===== src/rtl/router_pkg.sv =====
// Shared constants for the 1x3 router datapath.
// Holds the byte width, the per-port FIFO geometry, the header field layout
// and the 2-bit destination port encodings.
package router_pkg;

  localparam int DATA_WIDTH = 8;
  localparam int FIFO_DEPTH = 16;
  localparam int FIFO_AW    = 4;

  // Header byte: [1:0] destination address, [7:2] payload length.
  localparam int ADDR_LSB = 0;
  localparam int ADDR_W   = 2;
  localparam int LEN_LSB  = 2;
  localparam int LEN_W    = 6;

  typedef enum logic [1:0] {
    PORT0 = 2'b00,
    PORT1 = 2'b01,
    PORT2 = 2'b10
  } port_addr_e;

endpackage


===== src/rtl/router_fifo_mem.sv =====
// Simple dual-port register array backing the router output FIFO.
// Ports:
//   clk_i    rising-edge clock for the write port
//   we_i     write strobe (already qualified by full/flush upstream)
//   waddr_i  write address
//   wdata_i  {header flag, data byte}
//   raddr_i  read address
//   rdata_o  asynchronous read data at raddr_i
module router_fifo_mem #(
  parameter int DWIDTH = 8,
  parameter int DEPTH  = 16,
  parameter int AW     = 4
) (
  input  logic              clk_i,
  input  logic              we_i,
  input  logic [AW-1:0]     waddr_i,
  input  logic [DWIDTH:0]   wdata_i,
  input  logic [AW-1:0]     raddr_i,
  output logic [DWIDTH:0]   rdata_o
);

  logic [DWIDTH:0] mem_q [DEPTH];

  // Contents are intentionally never reset; the pointers define validity.
  always_ff @(posedge clk_i) begin
    if (we_i) begin
      mem_q[waddr_i] <= wdata_i;
    end
  end

  assign rdata_o = mem_q[raddr_i];

endmodule


===== src/rtl/router_fifo.sv =====
// Per-destination output buffer of the 1x3 router.
// Stores {header flag, byte} words, decodes full/empty from AW+1 bit
// pointers and tracks the remaining byte count of the packet being drained.
// Ports:
//   clock       rising-edge clock
//   resetn      synchronous reset, active-high (asserted = 1)
//   soft_reset  synchronous flush from the synchronizer timeout
//   write_enb   write request
//   lfd_state   data_in is a header byte
//   data_in     byte to store
//   read_enb    read request from the destination
//   data_out    registered read data (1-cycle latency)
//   full        occupancy == DEPTH
//   empty       occupancy == 0
module router_fifo
  import router_pkg::*;
#(
  parameter int DWIDTH = DATA_WIDTH,
  parameter int DEPTH  = FIFO_DEPTH,
  parameter int AW     = FIFO_AW
) (
  input  logic              clock,
  input  logic              resetn,
  input  logic              soft_reset,
  input  logic              write_enb,
  input  logic              lfd_state,
  input  logic [DWIDTH-1:0] data_in,
  input  logic              read_enb,
  output logic [DWIDTH-1:0] data_out,
  output logic              full,
  output logic              empty
);

  localparam logic [AW:0] PTR_ONE = {{AW{1'b0}}, 1'b1};

  logic [AW:0]        wr_ptr_q, wr_ptr_d;
  logic [AW:0]        rd_ptr_q, rd_ptr_d;
  logic [LEN_W-1:0]   pkt_cnt_q, pkt_cnt_d;
  logic [DWIDTH-1:0]  data_out_q, data_out_d;
  logic [DWIDTH:0]    rd_word;
  logic               flush;
  logic               wr_acc;
  logic               rd_acc;

  // Header length plus the parity byte; a length of 63 would wrap the
  // 6-bit counter to zero, so it saturates at the largest count instead.
  function automatic logic [LEN_W-1:0] hdr_cnt(input logic [LEN_W-1:0] len);
    logic [LEN_W:0] sum;
    sum = {1'b0, len} + {{LEN_W{1'b0}}, 1'b1};
    if (sum[LEN_W]) begin
      return {LEN_W{1'b1}};
    end
    return sum[LEN_W-1:0];
  endfunction

  assign full  = (wr_ptr_q[AW] != rd_ptr_q[AW]) &&
                 (wr_ptr_q[AW-1:0] == rd_ptr_q[AW-1:0]);
  assign empty = (wr_ptr_q == rd_ptr_q);

  // Reset and flush both swallow any same-cycle read or write.
  assign flush  = resetn | soft_reset;
  assign wr_acc = write_enb & ~full  & ~flush;
  assign rd_acc = read_enb  & ~empty & ~flush;

  router_fifo_mem #(
    .DWIDTH (DWIDTH),
    .DEPTH  (DEPTH),
    .AW     (AW)
  ) u_mem (
    .clk_i   (clock),
    .we_i    (wr_acc),
    .waddr_i (wr_ptr_q[AW-1:0]),
    .wdata_i ({lfd_state, data_in}),
    .raddr_i (rd_ptr_q[AW-1:0]),
    .rdata_o (rd_word)
  );

  always_comb begin
    wr_ptr_d   = wr_ptr_q;
    rd_ptr_d   = rd_ptr_q;
    pkt_cnt_d  = pkt_cnt_q;
    data_out_d = data_out_q;
    if (flush) begin
      wr_ptr_d   = '0;
      rd_ptr_d   = '0;
      pkt_cnt_d  = '0;
      data_out_d = '0;
    end else begin
      if (wr_acc) begin
        wr_ptr_d = wr_ptr_q + PTR_ONE;
      end
      if (rd_acc) begin
        rd_ptr_d   = rd_ptr_q + PTR_ONE;
        data_out_d = rd_word[DWIDTH-1:0];
        if (rd_word[DWIDTH]) begin
          pkt_cnt_d = hdr_cnt(rd_word[LEN_LSB +: LEN_W]);
        end else if (pkt_cnt_q != '0) begin
          pkt_cnt_d = pkt_cnt_q - {{(LEN_W-1){1'b0}}, 1'b1};
        end
      end else if ((pkt_cnt_q == '0) && empty) begin
        // Packet fully drained and nothing left: return the output to idle.
        data_out_d = '0;
      end
    end
  end

  always_ff @(posedge clock) begin
    wr_ptr_q   <= wr_ptr_d;
    rd_ptr_q   <= rd_ptr_d;
    pkt_cnt_q  <= pkt_cnt_d;
    data_out_q <= data_out_d;
  end

  assign data_out = data_out_q;

endmodule

===== config.mk =====
export PLATFORM = sky130hd
export DESIGN_NAME = router_fifo
export DESIGN_NICKNAME = d
export VERILOG_FILES = /design/src/rtl/router_pkg.sv /design/src/rtl/router_fifo_mem.sv /design/src/rtl/router_fifo.sv
export SDC_FILE = /design/constraint.sdc
export NUM_CORES = 1
export LEC_CHECK = 0
export ABC_AREA = 1
export BUFFER_PORTS_ARGS = -buffer_cell sky130_fd_sc_hd__buf_2
export CAP_MARGIN = 20
export CORE_ASPECT_RATIO = 1.75
export CORE_MARGIN = 5
export CORE_UTILIZATION = 30
export DETAILED_ROUTE_END_ITERATION = 6
export HOLD_SLACK_MARGIN = 0.15
export PLACE_DENSITY = 0.4
export RECOVER_POWER = 25
export SYNTH_ARGS = -nofsm -noshare
export SYNTH_HDL_FRONTEND = slang
export SYNTH_SLANG_ARGS = --single-unit

===== constraint.sdc =====
create_clock -name clock -period 5.65 [get_ports clock]
set_clock_uncertainty 0.2 [all_clocks]
set_input_delay 1.13 -clock clock [delete_from_list [all_inputs] [get_ports clock]]
set_output_delay 1.13 -clock clock [all_outputs]
set_load 0.05 [all_outputs]

* Yosys cells after proc, flatten, opt, wreduce, memory -nomap -nowiden
Memory sizes are Yosys's and may differ from the RTL's. A register that Yosys moved wholly into a read port is not among the register bits. Cells that the tools add are included.
Cells by class: reductions and logical operators 7, equal/unequal tests 3, add/subtract/negate cells 4, multiplexer cells 14, bitwise operators 8
Operator list (number):
- 6-bit 2-to-1 mux | 4
- 8-bit 2-to-1 mux | 2
- 5-bit by 1-bit adder with 5-bit output, second input constant | 2
- 4-bit 2-to-1 mux | 2
- 6-bit by 1-bit adder with 7-bit output, second input constant | 1
- 6-bit logical NOT | 1
- 1-bit 2-to-1 mux | 6
- 6-bit nonzero test | 1
- 6-bit by 1-bit subtractor with 6-bit output, second input constant | 1
- 5-bit equality test | 1
- 1-bit AND | 4
- 4-bit equality test | 1
- 2-bit nonzero test | 2
- 1-bit NOT | 3
- 1-bit logical AND | 2
- 2-bit AND reduction | 1
- 1-bit != test | 1
- 1-bit OR | 1
Word-level totals: memories kept 1, word-level logic and storage cells 41, RAM bits 144, flip-flop bits (word level) 24, input bits 14
Memory list:
- u_mem.mem_q | words 16, width 9, rd ports 1, clocked after Yosys merged registers in 1, wr ports 1, line router_fifo_mem.sv:22 | logic [DWIDTH:0] mem_q [DEPTH];

* Longest topological paths before layout
depth in word-level cells 8, mapped depth 16

* By module
Synthesis repeated with hierarchy kept, for this count alone.
Second synthesis, totals: cell total of the unflattened synthesis 811, area, all modules 7727.4 µm²
Modules (own cells, without submodules):
- router_fifo_mem | area each 6322.3 µm², instances 1, cells an instance 606, seq. area each 4324.1 µm²
- router_fifo | area each 1405.1 µm², instances 1, cells an instance 205, seq. area each 480.5 µm²

* Worst setup path before layout
OpenSTA, ideal clock, no wires.
kind input-to-reg, from input port soft_reset, to memory u_mem.mem_q[11][0] in the netlist's numbering (enable), cell stages on the path 5, library setup time 0.374 ns, arrival 2.457 ns, setup slack 2.618 ns, path through nor2_2 > clkinv_1 > nor2_2 > nand3_1 > nor2_1
Between the ends: longest elaborated chain between the ends 5
Ends and longest elaborated chain:
- start, declared | line router_fifo.sv:24 | input logic soft_reset,
- 1-bit OR | line router_fifo.sv:61 | assign flush = resetn | soft_reset;
- 1-bit NOT | line router_fifo.sv:62 | assign wr_acc = write_enb & ~full & ~flush;
- 1-bit AND | line router_fifo.sv:62
- 1-bit 2-to-1 mux | line router_fifo_mem.sv:26 | if (we_i) begin
- 1-bit 2-to-1 mux (not written as such) | line router_fifo_mem.sv:27 | mem_q[waddr_i] <= wdata_i;
- end, declared | line router_fifo_mem.sv:22
No other way between the ends.

* Final worst setup path
from input port soft_reset, to memory u_mem.mem_q[10][6] in the netlist's numbering (enable)
Same word-level chain as after synthesis.

==> impl_metrics.yaml <==
power_and_ir_drop:
  ir_drop_v: 0.000206
  seqPwrFrac_pct: 50.6
  p_sw_share_pct: 21.5
  p_per_area_nw_per_um2: 329
  p_comb_share_pct: 5.5
  p_clk_share_pct: 43.8
  p_sw_uw: 587
  p_leak_uw: 0.00309
  internal-power_uw: 2150
synth:
  yosysSeqAreaShare_pct: 66.0
  syn_area_um2: 7400
  synth_edf_count: 144
  yosysTopAreaCellShare_pct: 58.5
  synth_area_leaders: "edfxtp_1 58%, nand2_1 8.5%, dfxtp_1 7.6%"
  synth_cells: 685
  async_reset_ff_share_pct: 0
  synth_seq_cells: 172
  ys_warn_count: 0
  avgSynthCellArea_um2: 10.8
  synth_flop_cell: "edfxtp_1"
  syn_nets: 707
  synth.largest_area_cell: "edfxtp_1"
  synth_cell_types: 37
finish:
  drive_above_1_share_pct: 10.1
  multi_input_area_um2: 2060
  nNetsFinal: 726
  final_cells: 1027
  area_growth_pct: 12.4
  nFillCells: 2426
  regArea_um2: 4890
  antenna_cells: 0
setup_path:
  criticalPathCategory: "input port to flip-flop"
  crit_required_ns: 5.51
  crit_end: "u_mem.mem_q[10][6]$_DFFE_PP_"
  cp_data_arrival_time_ns: 3.22
  start_kind: "input port"
  regToRegSetupSlack_ns: 2.52
  crit_fanout: 18
  r2r_cells: 13
  crit_start: "soft_reset"
  crit_path_end_kind: "flip-flop"
  r2r_end: "pkt_cnt_q[2]$_SDFFE_PP0P_"
sta:
  fin_crit_sh_pct: 59.5
  fin_crit_ns: 3.36
  fmax_ghz: 0.297
  rsz0062_at_grt: "no"
  tightestPinTransition_ns: 1.21
  relSlewSlack_pct: 19.3
  maxSlewViolCount: 0
  setup_violations: 0
  finalSetupTns_ns: 0
  finalHoldViolations: 0
cts:
  post_cts_buffers: 0
  clockBufferDepth: 2
  tritoncts: "done"
  clk_latency_ns: 0.43
  cts_made_buffers: 17
  clock_sinks: 172
  cts_resized: 0
  htreeDepth: 4
  clk_pin_slew_ns: 0.06
  clk_root_buffer_cell: "clkbuf_16"
  hold_buffers: 0
global_routing:
  grt_pass1_wl_um: 32000
  grt_max_degree: 65
  antenna_found_initial: 0
  grtUsageTotal_pct: 15.9
  grt-ovfl-total: 0
  grt_pass1_vias: 5130
detailed_routing:
  avgViaCountPerCell: 4.78
  drt_iter0_markers: 331
  num_vias: 4911
  routed_wl_um: 21600
  ant_nets: 0
  wl_per_cell_um: 21.0
  drc: 0
  firstDrtPassIters: 5
placed_design:
  gp_congestion: 0.818
  dp_hpwl_um: 14900
  placed_cells: 997
  io_buffers: 23
floorplanning:
  dieArea_um2: 28000
  die_h_um: 218
  start_util_pct: 30.3
  chipWidth_um: 129
  coreArea_um2: 24400
  rows: 76
  ios: 24
job:
  max-cap-violations: 0
status:
  outcome: "complete, no violations"
hold_path:
  min_path_type: "flip-flop to flip-flop"
-- stage by stage --
step                setup WS, ns  power [uW]  utilization [%]  instance area, um^2  hold WS [ns]
floorplan                   2.62        1500                -                 7400         0.263
global placement            1.87        1570             31.6                 7730         0.260
detailed placement          1.81        1570             31.6                 7730         0.257
CTS                         2.27        2760             34.0                 8320         0.267
global route                2.10        2820             34.0                 8310         0.311
finish                      2.29        2730             34.0                 8310         0.268
-- synthesized netlist by cell type, types with 4 or more instances --
cell type / n
inv_1: 51
clkbuf_1: 4
nor2_1: 61
a22oi_1: 4
dfxtp_1: 28
nand3_1: 71
buf_6: 9
o21ai_0: 16
nor3_1: 4
inv_2: 8
nand2_2: 6
xor2_1: 5
buf_2: 7
xnor2_1: 4
a21oi_1: 32
a32o_1: 4
ha_1: 8
edfxtp_1: 144
nand2_1: 167
o21ai_1: 12
o211ai_1: 11
buf_4: 7
-- flip-flops by register name (all words and copies together) (netlist names), named ones only --
| signal | count |
|---|---|
| data_out | 8 |
| u_mem.mem_q | 144 |
| pkt_cnt_q | 6 |
| wr_ptr_q | 5 |
| rd_ptr_q | 5 |
-- cell families after synthesis --
kind of cell	after synthesis	synth area share (%)
compound gates	87	7.12
fa+ha+maj	8	1.35
simple gates	319	18.4
xor+xnor	9	1.07
buf+inv	90	6.06
flops	172	66.0
-- critical path: stages --
cell,delay [ns]
buf_2,0.11
nor2_2,0.09
buf_4,0.23
clkinv_1,0.36
nor2_2,0.35
nand2_1,0.24
nor2_1,0.71
-- cell type report --
type                       count  share of cell area [%]
tap                          312                    4.70
clock inverter                 9                    1.76
timing repair buffer          28                    1.75
multi-input combinational    423                    24.8
inverter                      62                    2.89
clock buffer                  21                    5.30
sequential                   172                    58.8
-- cell usage in the layout (no fill, tap or decap), types with 5 or more instances in the layout --
cell type and count:
inv_1 51, a21oi_1 32, nor2_1 61, inv_2 8, o21ai_1 12, nand2_2 6, clkbuf_1 10, dfxtp_1 27
edfxtp_1 144, buf_2 17, nand3_1 71, o211ai_1 11, nand2_1 167, clkbuf_16 17, xor2_1 5, ha_1 8
buf_4 5, o21ai_0 16
-- power by group through the flow --
stage | clock, uW | combinational [uW] | sequential (uW)
after CTS | 1220 | 156 | 1380
after floorplan | 0 | 87.0 | 1410
after detailed placement | 0 | 155 | 1410
after global placement | 0 | 155 | 1410
after global routing | 1270 | 166 | 1380
final | 1200 | 151 | 1380
-- worst min-delay path by stage --
stage	startpoint	to	slack [ns]	depth (start not counted)
final	data_out[1]$_SDFFE_PP0P_	data_out[1]$_SDFFE_PP0P_	0.27	2
after global routing	data_out[0]$_SDFFE_PP0P_	data_out[0]$_SDFFE_PP0P_	0.31	2
after CTS	data_out[1]$_SDFFE_PP0P_	data_out[1]$_SDFFE_PP0P_	0.27	2
after detailed placement	data_out[1]$_SDFFE_PP0P_	data_out[1]$_SDFFE_PP0P_	0.26	2
after global placement	data_out[7]$_SDFFE_PP0P_	data_out[7]$_SDFFE_PP0P_	0.26	2
after floorplan	pkt_cnt_q[1]$_SDFFE_PP0P_	pkt_cnt_q[1]$_SDFFE_PP0P_	0.26	2
-- layer usage --
metal	global-route usage (%)	up-vias	routed length (um)
li1	-	2378	-
met1	16.6	2394	8030
met2	30.0	100	12200
met3	2.77	39	540
met4	7.64	0	845
met5	0	-	0
No activity file was read; power rests on OpenSTA's default activity.
